--- src/rtl/over_threshold_monitor_if.sv ---
// Bus between the threshold comparator path and the persistence monitor.
// master drives the control/sample side, slave is the monitor itself.
interface over_threshold_monitor_if #(
    parameter int unsigned CNT_W = 8
);
    logic             enable;
    logic             sample_en;
    logic             cmp_in;
    logic             ack;
    logic             count_clr;
    logic             alarm;
    logic             alarm_event;
    logic [CNT_W-1:0] event_count;
    logic [1:0]       state;

    modport master (
        output enable,
        output sample_en,
        output cmp_in,
        output ack,
        output count_clr,
        input  alarm,
        input  alarm_event,
        input  event_count,
        input  state
    );

    modport slave (
        input  enable,
        input  sample_en,
        input  cmp_in,
        input  ack,
        input  count_clr,
        output alarm,
        output alarm_event,
        output event_count,
        output state
    );
endinterface

--- src/rtl/over_threshold_monitor.sv ---
// Persistence filter on the registered comparator output: alarm is entered
// after ON_COUNT consecutive high samples and left after OFF_COUNT consecutive
// low samples. Tracks a sticky entry flag and a saturating entry counter.
module over_threshold_monitor #(
    parameter int unsigned ON_COUNT  = 4,
    parameter int unsigned OFF_COUNT = 4,
    parameter int unsigned RUN_W     = 4,
    parameter int unsigned CNT_W     = 8
) (
    input  logic                      clk,
    input  logic                      rst,
    over_threshold_monitor_if.slave   bus
);

    typedef enum logic [1:0] {
        IDLE      = 2'd0,
        ARMING    = 2'd1,
        ALARM     = 2'd2,
        RELEASING = 2'd3
    } state_t;

    state_t             state_q, state_d;
    logic [RUN_W-1:0]   run_q, run_d;
    logic               alarm_q, alarm_d;
    logic               event_q, event_d;
    logic [CNT_W-1:0]   count_q, count_d;

    logic               sample_c;
    logic               entry_c;
    logic [RUN_W-1:0]   run_inc_c;

    assign sample_c  = bus.enable & bus.sample_en;
    assign run_inc_c = run_q + RUN_W'(1);

    // State register and all output registers
    always_ff @(posedge clk or posedge rst) begin
        if (rst) begin
            state_q <= IDLE;
            run_q   <= '0;
            alarm_q <= 1'b0;
            event_q <= 1'b0;
            count_q <= '0;
        end else begin
            state_q <= state_d;
            run_q   <= run_d;
            alarm_q <= alarm_d;
            event_q <= event_d;
            count_q <= count_d;
        end
    end

    // Next-state: run-length persistence FSM, only advanced on sample ticks
    always_comb begin
        state_d = state_q;
        run_d   = run_q;
        if (!bus.enable) begin
            state_d = IDLE;
            run_d   = '0;
        end else if (sample_c) begin
            unique case (state_q)
                IDLE: begin
                    if (bus.cmp_in) begin
                        if (ON_COUNT == 1) begin
                            state_d = ALARM;
                            run_d   = '0;
                        end else begin
                            state_d = ARMING;
                            run_d   = RUN_W'(1);
                        end
                    end
                end
                ARMING: begin
                    if (bus.cmp_in) begin
                        if (run_inc_c == RUN_W'(ON_COUNT)) begin
                            state_d = ALARM;
                            run_d   = '0;
                        end else begin
                            run_d   = run_inc_c;
                        end
                    end else begin
                        state_d = IDLE;
                        run_d   = '0;
                    end
                end
                ALARM: begin
                    if (!bus.cmp_in) begin
                        if (OFF_COUNT == 1) begin
                            state_d = IDLE;
                            run_d   = '0;
                        end else begin
                            state_d = RELEASING;
                            run_d   = RUN_W'(1);
                        end
                    end
                end
                RELEASING: begin
                    if (!bus.cmp_in) begin
                        if (run_inc_c == RUN_W'(OFF_COUNT)) begin
                            state_d = IDLE;
                            run_d   = '0;
                        end else begin
                            run_d   = run_inc_c;
                        end
                    end else begin
                        state_d = ALARM;
                        run_d   = '0;
                    end
                end
                default: begin
                    state_d = IDLE;
                    run_d   = '0;
                end
            endcase
        end
    end

    // Entry detection; RELEASING->ALARM is a bounce, not a new event
    always_comb begin
        entry_c = (state_d == ALARM) &&
                  ((state_q == IDLE) || (state_q == ARMING));
    end

    // Output next-values: alarm level, sticky flag (set wins), counter (clear wins)
    always_comb begin
        alarm_d = (state_d == ALARM) || (state_d == RELEASING);
        event_d = event_q;
        count_d = count_q;
        if (entry_c) begin
            event_d = 1'b1;
        end else if (bus.ack) begin
            event_d = 1'b0;
        end
        if (bus.count_clr) begin
            count_d = '0;
        end else if (entry_c && (count_q != {CNT_W{1'b1}})) begin
            count_d = count_q + CNT_W'(1);
        end
    end

    assign bus.alarm       = alarm_q;
    assign bus.alarm_event = event_q;
    assign bus.event_count = count_q;
    assign bus.state       = state_q;

endmodule

--- src/flat_wrapper.sv ---
// flat-port wrapper written by rule: the top's interface ports become plain ports
module over_threshold_monitor_flat 
#(
    parameter int unsigned ON_COUNT  = 4,
    parameter int unsigned OFF_COUNT = 4,
    parameter int unsigned RUN_W     = 4,
    parameter int unsigned CNT_W     = 8
)
  (clk, rst, bus_enable, bus_sample_en, bus_cmp_in, bus_ack, bus_count_clr, bus_alarm, bus_alarm_event, bus_event_count, bus_state);
  over_threshold_monitor_if #(.CNT_W(CNT_W)) bus_i ();
  input  logic clk;
  input  logic rst;
  input wire logic [$bits(bus_i.enable)-1:0] bus_enable;
  input wire logic [$bits(bus_i.sample_en)-1:0] bus_sample_en;
  input wire logic [$bits(bus_i.cmp_in)-1:0] bus_cmp_in;
  input wire logic [$bits(bus_i.ack)-1:0] bus_ack;
  input wire logic [$bits(bus_i.count_clr)-1:0] bus_count_clr;
  output wire logic [$bits(bus_i.alarm)-1:0] bus_alarm;
  output wire logic [$bits(bus_i.alarm_event)-1:0] bus_alarm_event;
  output wire logic [$bits(bus_i.event_count)-1:0] bus_event_count;
  output wire logic [$bits(bus_i.state)-1:0] bus_state;
  assign bus_i.enable = bus_enable;
  assign bus_i.sample_en = bus_sample_en;
  assign bus_i.cmp_in = bus_cmp_in;
  assign bus_i.ack = bus_ack;
  assign bus_i.count_clr = bus_count_clr;
  assign bus_alarm = bus_i.alarm;
  assign bus_alarm_event = bus_i.alarm_event;
  assign bus_event_count = bus_i.event_count;
  assign bus_state = bus_i.state;
  over_threshold_monitor #(.ON_COUNT(ON_COUNT), .OFF_COUNT(OFF_COUNT), .RUN_W(RUN_W), .CNT_W(CNT_W)) u_core (.clk(clk), .rst(rst), .bus(bus_i));
endmodule
--- config.mk ---
export PLATFORM = sky130hd
export DESIGN_NAME = over_threshold_monitor_flat
export DESIGN_NICKNAME = d
export VERILOG_FILES = /design/src/rtl/over_threshold_monitor_if.sv /design/src/rtl/over_threshold_monitor.sv /design/src/flat_wrapper.sv
export SDC_FILE = /design/constraint.sdc
export NUM_CORES = 1
export LEC_CHECK = 0
export BUFFER_PORTS_ARGS = -buffer_cell sky130_fd_sc_hd__buf_4
export CAP_MARGIN = 10
export CORE_AREA = 2 2 47 49
export CTS_CLUSTER_SIZE = 25
export DETAILED_ROUTE_END_ITERATION = 10
export DIE_AREA = 0 0 49 51
export PLACE_DENSITY = 0.73
export SYNTH_ARGS = -nofsm -noshare
export SYNTH_HDL_FRONTEND = slang
export SYNTH_SLANG_ARGS = --single-unit
--- constraint.sdc ---
create_clock -name clk -period 4.6 [get_ports clk]
set_input_delay 0.23 -clock clk [delete_from_list [all_inputs] [get_ports clk]]
set_output_delay 0.23 -clock clk [all_outputs]
set_load 0.05 [all_outputs]
---- After elaboration in Yosys (flattened, before gate mapping) ----
Index checks and enable logic that the tools add are counted.
word-level totals
  bits in registers ....................... 16
  latch bits .............................. 0
  bits in writable memories ............... 0
  memory bits (read-only) ................. 0
  input port bits ......................... 7
  word-level logic and storage cells ...... 47
  memories kept ........................... 0
operators by class
  add/sub/neg operators ................... 2
  multipliers ............................. 0
  div/mod/pow operators ................... 0
  $lt $le $gt $ge ......................... 0
  equal/unequal tests ..................... 10
  shifts and indexed selects .............. 0
  muxes and demuxes ....................... 21
  bitwise logic cells ..................... 1
  reductions and logical operators ........ 8
operators with widths
  operator                                                count
  2-to-1 mux 4 bit                                        7
  2-to-1 mux 2 bit                                        8
  2-to-1 mux 8 bit                                        2
  one-hot mux 4 bit (4 select lines)                      1
  adder 8 x 1 -> 8 bit (second input constant)            1
  equality test 2 bit (second input constant)             4
  inequality test 8 bit (second input constant)           1
  one-hot mux 2 bit (4 select lines)                      1
  inequality test 3 bit (second input constant)           2
  adder 4 x 1 -> 4 bit (second input constant)            1
  equality test 4 x 3 -> 1 bit (second input constant)    1
  nonzero test 2 bit                                      2
  AND reduction 3 bit                                     1
  equality test 2 x 1 -> 1 bit (second input constant)    1
  logical AND 1 bit                                       2
  zero test 2 bit                                         1
  logical OR 1 bit                                        2
  2-to-1 mux 1 bit                                        2
  inequality test 2 x 1 -> 1 bit (second input constant)  1
  AND 1 bit                                               1

---- Longest topological paths before layout ----
Gate-level depths: netlist of the first run.
  depth in word-level cells ............... 12
  mapped depth ............................ 6

---- Worst setup path after synthesis of the first run ----
No wires, ideal clock.
  path kind ............................... flip-flop to flip-flop
  start ................................... reg u_core.count_q[0] (netlist: u_core.bus.event_count[0])
  end ..................................... reg u_core.count_q[3] (netlist: u_core.bus.event_count[3])
  setup time .............................. 0.078 ns
  data arrival time ....................... 1.852 ns
  data required time ...................... 4.522 ns
  setup slack ............................. 2.671 ns
  cell stages (with the launch flop) ...... 6
  period minus slack after synthesis ...... 1.929 ns
  cell sequence ........................... dfrtp_1 > ha_1 > nand3_1 > o2111ai_4 > or4_1 > a21oi_1
on the way
  word-level cells in the longest chain between the ends .. 3
RTL lines
  element                                                        line                                                          source
  start: declaration                                             over_threshold_monitor.sv:26                                  logic [CNT_W-1:0] count_q, count_d;
  start signal: assignment                                       over_threshold_monitor.sv:48                                  count_q <= count_d;
  adder 8 x 1 -> 8 bit or inequality test 8 bit (tied branches)  over_threshold_monitor.sv:136, over_threshold_monitor.sv:135
  2-to-1 mux 8 bit or logical AND 1 bit (tied branches)          over_threshold_monitor.sv:135                                 end else if (entry_c && (count_q != {CNT_W{1'b1}})) begin
  2-to-1 mux 8 bit or nonzero test 2 bit (tied branches)         --
Parallel ways exist; a longest one is shown, timed or not. The select of a mux whose other input is x is not followed.
A chain may end at the register's enable or synchronous reset.

---- Final worst setup path of the first run ----
  start ................................... reg u_core.run_q[0]
  end ..................................... reg u_core.count_q[0] (netlist: u_core.bus.event_count[0])
on the way
  word-level cells in the longest chain between the ends .. 11
RTL lines
  element                                     line                                                        source
  start: declaration                          over_threshold_monitor.sv:23                                logic [RUN_W-1:0] run_q, run_d;
  start signal: assignment                    over_threshold_monitor.sv:45                                run_q <= run_d;
  adder 4 x 1 -> 4 bit (*)                    over_threshold_monitor.sv:33                                assign run_inc_c = run_q + RUN_W'(1);
  equality test 4 x 3 -> 1 bit (*)            over_threshold_monitor.sv:74, over_threshold_monitor.sv:98
  2-to-1 mux 2 bit, on equally long branches  over_threshold_monitor.sv:98, over_threshold_monitor.sv:74
  2-to-1 mux 2 bit, on equally long branches  over_threshold_monitor.sv:97, over_threshold_monitor.sv:73
  one-hot mux 2 bit (4 select lines) (*)      over_threshold_monitor.sv:60                                unique case (state_q)
  2-to-1 mux 2 bit (*)                        over_threshold_monitor.sv:59                                end else if (sample_c) begin
  2-to-1 mux 2 bit (*)                        over_threshold_monitor.sv:56                                if (!bus.enable) begin
  equality test 2 bit (*)                     over_threshold_monitor.sv:119                               entry_c = (state_d == ALARM) &&
  logical AND 1 bit (*)                       over_threshold_monitor.sv:119
  logical AND 1 bit (*)                       over_threshold_monitor.sv:135
  nonzero test 2 bit (no source line) (*)     --
Every way passes the cells marked *; elsewhere a longest branch is shown, timed or not.

==> results of run 1 <==
## cells in the mapped netlist, drive strengths merged, types with 3 or more instances
cell type	count	area (um2)
a21oi	4	20.0
ha	3	37.5
and3	3	20.0
nand3	6	30.0
o21ai	4	20.0
o31ai	3	22.5
nand4	3	18.8
nand2	10	37.5
dfrtp	16	400
mux2i	4	40.0
inv	7	26.3
nor2b	4	25.0
nor2	5	18.8
or4	3	22.5
## cells by family after synthesis
group	count (synthesis)	share of synthesized area [%]
AND/OR/NAND/NOR	46	25.2
adder cells (fa/ha/maj)	3	3.78
buffers and inverters	10	4.92
flip-flops	16	40.4
multiplexers	6	6.31
XOR/XNOR	1	0.883
AO/OA/AOI/OAI	22	18.5
## registers in the layout (all words and copies together) (netlist names)
name / cells
u_core.bus.alarm: 1
u_core.bus.alarm_event: 1
u_core.bus.event_count: 8
u_core.bus.state: 2
u_core.run_q: 4
## how the worst min path moves through the flow
stage	startpoint	end	slack [ns]	cells past startpoint
after floorplan	rst	u_core.bus.alarm	0.14	1
after global placement	rst	u_core.bus.alarm_event	0.35	2
after detailed placement	rst	u_core.bus.alarm	0.35	2
after CTS	rst	u_core.bus.alarm	0.03	2
after global routing	rst	u_core.bus.alarm	0.08	2
final	rst	u_core.bus.alarm	0.002	2
## per-stage QoR
stage,instance area [um2],instances
2_1_floorplan,992,104
3_3_place_gp,1140,147
3_5_place_dp,1140,147
4_1_cts,1160,150
5_1_grt,1160,150
6_report,1160,150
## metal layers
layer	up-vias	wire, um	track usage, %
li1	420	-	-
met1	391	978	23.7
met2	17	868	26.5
met3	5	63	1.75
met4	0	45	10.0
met5	-	0	0
## final cells by class
class / count / share of cell area (%)
Multi-Input combinational cell: 78 / 46.7
Inverter: 7 / 2.26
Tap cell: 28 / 3.01
Timing Repair Buffer: 18 / 11.6
Clock buffer: 3 / 1.94
Sequential cell: 16 / 34.4
## where the power goes
group	switching (mW)	internal, mW
clock	0.0470	0.0306
combinational	0.0131	0.00717
sequential	0.00266	0.142
==> flow_summary.yaml, run 1 <==
synth:
  synth_edf_count: 0
  yosysSeqAreaShare_pct: 40.4
  syn_area_per_cell_um2: 9.54
  yosys_register_bits: 16
  ys_types: 40
  syn-num-nets: 114
  netlist_area_um2: 992
  synth-async-reset-ratio_pct: 100
  synthCells: 104
  ys.warnings.count: 0
  synth_top_flop_cell: "dfrtp_1"
sta:
  skew_ns: 0.00169
  period_share_pct: 43.4
  relSlewSlack_pct: 58.6
  setup_slack_ns: 2.60
  tightest_slew_ns: 0.620
  rsz0062_at_grt: "false"
  fmax_ghz: 0.501
  setup_viol: 0
  hold_slack_ns: 0.00213
  layout_min_cycle_time_ns: 2.00
  maxSlewViolCount: 0
  tns_ns: 0
  hold_viol: 0
cts:
  path_clk_slew_ns: 0.09
  clockRootBuffer: "clkbuf_4"
  h-tree-depth: 1
  cts_made_buffers: 3
  cts.sinks: 16
  postCtsSetupBuffers: 0
  clockBufferDepth: 2
  ctsHoldBuffers: 0
  cts_tree: "yes"
  worstSkewPairLatency_ns: 0.30
  cts_resized: 0
routing:
  drtPass1Iterations: 4
  drcViolationCount: 0
  drt_iter0_drc: 16
  num_vias: 833
  drt_wl_total_um: 1960
  final_antenna_net_count: 0
  viasPerCell: 5.55
  routedWlPerCell_um: 13.0
worst_setup_path:
  reg2reg_slack_ns: 2.60
  endpoint: "u_core.bus.event_count[0]"
  crit_path_end_kind: "register"
  crit_family: "flip-flops"
  slowest_delay_ns: 0.50
  crit_type: "reg -> reg"
  path_depth: 5
  critPathSlowestCell: "dfrtp_1"
  worstSetupStartpoint: "u_core.run_q[0]"
  path_max_fanout: 12
  rr_worst_depth: 5
  reg2reg_from: "u_core.run_q[0]"
  startpoint_type: "register"
  arrival_ns: 2.18
  crit_required_ns: 4.79
  cp_cell_sequence: "ha_1 > and2b_1 > a32oi_2 > nor2_1 > mux2_1"
  path_buf_inv: 0
  timing.rr.end: "u_core.bus.event_count[0]"
layout:
  final_cell_mix: "18 x buf_4, 16 x dfrtp_1, 10 x nand2_1, 7 x inv_1, 6 x nand3_1"
  final_common_cell: "buf_4"
  area_growth_pct: 17.1
  antennaDiodeCount: 0
  final-seq-area_um2: 400
  drive_above_1_share_pct: 21.3
  nets: 134
  multi_input_area_um2: 543
  utilization_pct: 56.3
  fillers: 187
pwr:
  pwr_density_cell_nw_per_um2: 208
  vdd_drop_max_v: 0.000130
  power_uw: 242
  p_leak_nw: 0.512
grt:
  antenna_found_initial: 0
  grt_pass1_vias: 751
  grt_max_degree: 17
  grt-ovfl-total: 0
  grt_util_all_layers_pct: 17.2
  grt_first_pass_wirelength_um: 3280
place:
  hpwlAfterDp_um: 1460
  pre_cts_ws_ns: 2.62
  port-buffer-count: 18
  gp_congestion: 0.778
die:
  coreArea_um2: 2060
  chipHeight_um: 51
  start_util_pct: 48.1
  ioPinCount: 19
  die_area_um2: 2500
  rows: 17
  die_w_um: 49
job:
  cap_violations: 0
hold_path:
  hp-class: "in -> async"
outcome:
  status: "finished, final reports clean"
(Power assumes the default switching activity.)
==> run 2, diff against run 1 <==
--- a/config.mk
+++ b/config.mk
@@ -5,13 +5,14 @@
 export SDC_FILE = /design/constraint.sdc
 export NUM_CORES = 1
 export LEC_CHECK = 0
+export ABC_AREA = 1
 export BUFFER_PORTS_ARGS = -buffer_cell sky130_fd_sc_hd__buf_4
 export CAP_MARGIN = 10
-export CORE_AREA = 2 2 47 49
+export CORE_AREA = 2 2 49 51
 export CTS_CLUSTER_SIZE = 25
 export DETAILED_ROUTE_END_ITERATION = 10
-export DIE_AREA = 0 0 49 51
-export PLACE_DENSITY = 0.73
+export DIE_AREA = 0 0 51 53
+export PLACE_DENSITY = 0.71
 export SYNTH_ARGS = -nofsm -noshare
 export SYNTH_HDL_FRONTEND = slang
 export SYNTH_SLANG_ARGS = --single-unit
==> constraint.sdc (replaced) <==
create_clock -name clk -period 1.6 [get_ports clk]
set_input_delay 0.08 -clock clk [delete_from_list [all_inputs] [get_ports clk]]
set_output_delay 0.08 -clock clk [all_outputs]
set_load 0.05 [all_outputs]
==> flow_summary.yaml, run 2 <==
synth:
  synth_top_family_by_area: "simple AND/OR/NAND/NOR gates"
  yosysMostFrequentCell: "nand2_1"
  ys_types: 24
  yosysSeqAreaShare_pct: 39.8
  synth_compound_area_share_pct: 4.10
  synth_top_flop_cell: "dfrtp_1"
  yosysTopAreaCell: "dfrtp_1"
  synth_top_area_share_pct: 39.8
  synth_fa_ha_area_share_pct: 3.73
  synth-async-reset-ratio_pct: 100
  synth_edf_count: 0
  syn_area_per_cell_um2: 8.75
  synthCells: 115
  syn-num-nets: 125
  muxShareOfSynthArea_pct: 0
  ys_top_cells_by_area: "dfrtp_1 40%, nand4_1 8.7%, nand2_1 8.6%"
  synth_common_cells: "23 x nand2_1, 16 x dfrtp_1, 16 x inv_1"
  synth-simple-area-share_pct: 38.9
  ys.warnings.count: 0
  netlist_area_um2: 1010
  synthXorXnorAreaFrac_pct: 5.22
  yosys_register_bits: 16
grt:
  grt_first_pass_wirelength_um: 3750
  grt_max_degree: 17
  grt-ovfl-total: 0
  antenna_found_initial: 0
  grt_pass1_vias: 831
  grt_util_all_layers_pct: 18.8
pwr:
  power_uw: 759
  pwr_density_cell_nw_per_um2: 535
  p_leak_nw: 0.750
  vdd_drop_max_v: 0.000560
sta:
  maxSlewViolCount: 0
  setup_viol: 8
  hold_viol: 0
  skew_ns: 0.00110
  hold_slack_ns: 0.129
  layout_min_cycle_time_ns: 1.69
  rsz0062_at_grt: "true"
  relSlewSlack_pct: 60.8
  tightest_slew_ns: 0.587
  fmax_ghz: 0.592
  period_share_pct: 106
  setup_slack_ns: -0.0890
routing:
  drt_iter0_drc: 22
  drcViolationCount: 0
  num_vias: 926
  drt_wl_total_um: 2230
  drtPass1Iterations: 4
  viasPerCell: 5.14
  final_antenna_net_count: 0
  routedWlPerCell_um: 12.4
worst_setup_path:
  path_depth: 11
  crit_required_ns: 1.78
  path_max_fanout: 8
  critPathSlowestCell: "dfrtp_2"
  arrival_ns: 1.87
  crit_path_frequent_cell: "nand2_1"
  path_buf_inv: 1
  cp_cell_sequence: "buf_4 > nand3_1 > nand2_1 > nand2_1 > nand4_1 > nand2_1 > nand2_2 > nor2_8 > nand2_4 > nand3_1 > nand2_1"
  crit_path_end_kind: "register"
  slowest_delay_ns: 0.45
  crit_type: "reg -> reg"
  startpoint_type: "register"
  crit_family: "simple AND/OR/NAND/NOR gates"
  rr_worst_depth: 11
layout:
  largest_register_ffs: 8
  fin_area_um2: 1420
  nets: 163
  area_growth_pct: 41.0
  final_common_cell: "buf_4"
  antennaDiodeCount: 0
  utilization_pct: 66.0
  drive_above_1_share_pct: 46.7
  finalNonFillerCells: 180
  final_cell_mix: "29 x buf_4, 20 x nand2_1, 15 x inv_1, 14 x nand4_1"
place:
  placedCellCount: 166
  hpwlAfterDp_um: 1490
  gp_congestion: 0.865
  port-buffer-count: 18
  postPlaceCellArea_um2: 1240
cts:
  worstSkewPairLatency_ns: 0.28
  clockBufferDepth: 2
  cts_tree: "yes"
  path_clk_slew_ns: 0.09
  cts.sinks: 16
  cts_made_buffers: 3
  h-tree-depth: 1
  clockRootBuffer: "clkbuf_4"
hold_path:
  hp-class: "in -> reg"
  min_path_cells: 3
outcome:
  status: "finished, violations left"
  violations: "negative setup slack"
die:
  die_area_um2: 2700
  rows: 17
  start_util_pct: 46.8
  coreArea_um2: 2150
  chipHeight_um: 53
  die_w_um: 51
  ioPinCount: 19
job:
  cap_violations: 0
## run 2: changes by cell type in the layout (fill, tap and decap cells not counted), moves of 4 or more
cell / before / now
a21oi_1: 4 / 0
buf_4: 18 / 29
buf_6: 0 / 4
dfrtp_1: 16 / 8
dfrtp_2: 0 / 8
inv_1: 7 / 15
mux2i_1: 4 / 0
nand2_1: 10 / 20
nand2_2: 0 / 5
nand3_2: 0 / 6
nand4_1: 3 / 14
nor2b_1: 4 / 0
xor2_1: 1 / 6
## run 2: cells by family after synthesis
family,Yosys count
xor+xnor,6
fa+ha+maj,3
buf+inv,20
compound gates,6
simple gates,64
flops,16
## run 2: worst paths after layout
| path | endpoint | slack, ns | startpoint |
|---|---|---|---|
| worst max-delay path | u_core.bus.event_count[6] | -0.09 | u_core.run_q[1] |
| worst min-delay path | u_core.run_q[2] | 0.13 | bus_enable |
| worst max register to register | u_core.bus.event_count[6] | -0.09 | u_core.run_q[1] |
| worst min register to register | u_core.bus.alarm_event | 0.56 | u_core.bus.alarm_event |
| max in group asynchronous | u_core.run_q[1] | 0.77 | rst |
| min in group asynchronous | u_core.bus.event_count[6] | 0.41 | rst |
## run 2: through the flow
stage / TNS [ns] / setup WS, ns
after global routing: -1.91 / -0.223
after detailed placement: -0.609 / -0.0987
final: -0.557 / -0.0890
after CTS: -0.429 / -0.0657
after floorplan: -0.0677 / -0.0186
after global placement: -0.391 / -0.0697
## run 2: routing by layer
metal	track usage (%)	share of wire, %
met1	26.3	46
met2	29.0	48
met3	2.54	3.7
met4	8.11	1.8
met5	0	0
## run 2: final cells by class
type                            count  area (um2)
Clock buffer                        4        36.3
Tap cell                           28        35.0
Sequential cell                    16         410
Timing Repair Buffer               35         283
Fill cell                         176         729
Multi-Input combinational cell     79         587
Inverter                           18        67.6
## run 2: power breakdown
group | switching, mW | internal [mW]
clock | 0.127 | 0.138
sequential | 0.00741 | 0.408
combinational | 0.0429 | 0.0348
## run 2: repair_timing
action | in CTS | in global routing
buffers inserted | 5 | 3
cloned | 0 | 0
gates resized for setup | 3 | 13
pin swaps | 2 | 8
hold endpoints to repair | 17 | 0
hold buffers | 2 | 0
setup endpoints to repair | 8 | 9
## run 2: tightest hold or removal path, stage by stage
cell	delay [ns]
buf_4	0.13
nand2_1	0.09
o22ai_1	0.08
==> run 3, diff against run 2 <==
--- a/config.mk
+++ b/config.mk
@@ -13,6 +13,7 @@
 export DETAILED_ROUTE_END_ITERATION = 10
 export DIE_AREA = 0 0 51 53
 export PLACE_DENSITY = 0.71
+export SKIP_LAST_GASP = 1
 export SYNTH_ARGS = -nofsm -noshare
 export SYNTH_HDL_FRONTEND = slang
 export SYNTH_SLANG_ARGS = --single-unit
==> flow_summary.yaml, run 3 (synthesis gave the netlist of run 2 again) <==
routing:
  routedWlPerCell_um: 12.3
  final_antenna_net_count: 0
  drt_iter0_drc: 24
  drtPass1Iterations: 4
  num_vias: 917
  drcViolationCount: 0
  viasPerCell: 5.09
  drt_wl_total_um: 2220
layout:
  final_common_cell: "buf_4"
  antennaDiodeCount: 0
  nets: 163
  fin_area_um2: 1410
  utilization_pct: 65.6
  area_growth_pct: 40.2
  largest_register_ffs: 8
  drive_above_1_share_pct: 45.4
  final_cell_mix: "29 x buf_4, 21 x nand2_1, 15 x inv_1, 14 x nand4_1"
die:
  die_w_um: 51
  rows: 17
  chipHeight_um: 53
  ioPinCount: 19
  die_area_um2: 2700
  coreArea_um2: 2150
  start_util_pct: 46.8
outcome:
  status: "finished, violations left"
  violations: "negative setup slack"
cts:
  cts_made_buffers: 3
  cts.sinks: 16
  clockRootBuffer: "clkbuf_4"
  worstSkewPairLatency_ns: 0.28
  path_clk_slew_ns: 0.09
  clockBufferDepth: 2
  cts_tree: "yes"
  h-tree-depth: 1
grt:
  grt_pass1_vias: 831
  grt_max_degree: 17
  grt_first_pass_wirelength_um: 3750
  grt-ovfl-total: 0
  grt_util_all_layers_pct: 18.8
  antenna_found_initial: 0
sta:
  setup_slack_ns: -0.0864
  maxSlewViolCount: 0
  period_share_pct: 105
  layout_min_cycle_time_ns: 1.69
  setup_viol: 8
  relSlewSlack_pct: 61.1
  tns_ns: -0.536
  hold_slack_ns: 0.129
  skew_ns: 0.000582
  fmax_ghz: 0.593
  tightest_slew_ns: 0.583
  rsz0062_at_grt: "true"
  hold_viol: 0
worst_setup_path:
  reg2reg_slack_ns: -0.09
  reg2reg_from: "u_core.run_q[1]"
  crit_path_end_kind: "register"
  crit_type: "reg -> reg"
  path_max_fanout: 8
  arrival_ns: 1.86
  timing.rr.end: "u_core.bus.event_count[6]"
  crit_required_ns: 1.78
  rr_worst_depth: 11
  startpoint_type: "register"
  worstSetupStartpoint: "u_core.run_q[1]"
pwr:
  power_uw: 759
  pwr_density_cell_nw_per_um2: 538
  p_leak_nw: 0.748
  vdd_drop_max_v: 0.000559
hold_path:
  min_from: "bus_enable"
  hp-class: "in -> reg"
  worst_hold_path.endpoint: "u_core.run_q[2]"
  min_path_cells: 3
place:
  hpwlAfterDp_um: 1490
  port-buffer-count: 18
  gp_congestion: 0.865
  postPlaceCellArea_um2: 1240
job:
  cap_violations: 0
run 3: final cells by class:
type                       instances  area [um2]
tap                               28        35.0
inverter                          18        67.6
clock buffer                       4        36.3
fill                             178         738
timing repair buffer              35         283
sequential                        16         410
multi-input combinational         79         578
run 3: through the flow:
step                setup slack [ns]  std cells
floorplan                    -0.0186        115
global placement             -0.0697        166
detailed placement           -0.0987        166
CTS                          -0.0657        177
global route                  -0.223        180
finish                       -0.0864        180
run 3: repair_timing:
action / CTS / global route
resized for setup: 3 / 11
hold buffers: 2 / 0
setup endpoints to repair: 8 / 9
endpoints found under the hold margin: 17 / 0
setup buffers: 5 / 3
pin swaps: 2 / 8
run 3: per-layer routing:
| layer | global-route usage (%) | routed length [um] | vias to the layer above |
|---|---|---|---|
| met5 | 0 | 0 | - |
| met4 | 8.11 | 40 | 0 |
| met3 | 2.54 | 79 | 4 |
| met2 | 29.0 | 1070 | 23 |
| met1 | 26.3 | 1030 | 428 |
| li1 | - | - | 462 |
run 3: worst max-delay path: stages, from the launching register on:
cell and delay (ns):
dfrtp_2 0.45, buf_4 0.16, nand3_1 0.08, nand2_1 0.07
nand2_1 0.12, nand4_1 0.09, nand2_1 0.09, nand2_2 0.09
nor2_8 0.17, nand2_4 0.11, nand3_1 0.09, nand2_1 0.07
run 3: power by group:
group	internal, mW	switching, mW
Sequential	0.408	0.00741
Clock	0.138	0.128
Combinational	0.0347	0.0423
run 3: worst max path at each step:
stage / to / slack [ns] / cells past startpoint
2_1_floorplan: u_core.bus.event_count[6] / -0.02 / 12
3_3_place_gp: u_core.bus.event_count[6] / -0.07 / 11
3_5_place_dp: u_core.bus.event_count[6] / -0.1 / 11
4_1_cts: u_core.bus.event_count[6] / -0.07 / 12
5_1_grt: u_core.bus.event_count[4] / -0.22 / 11
6_report: u_core.bus.event_count[6] / -0.09 / 11
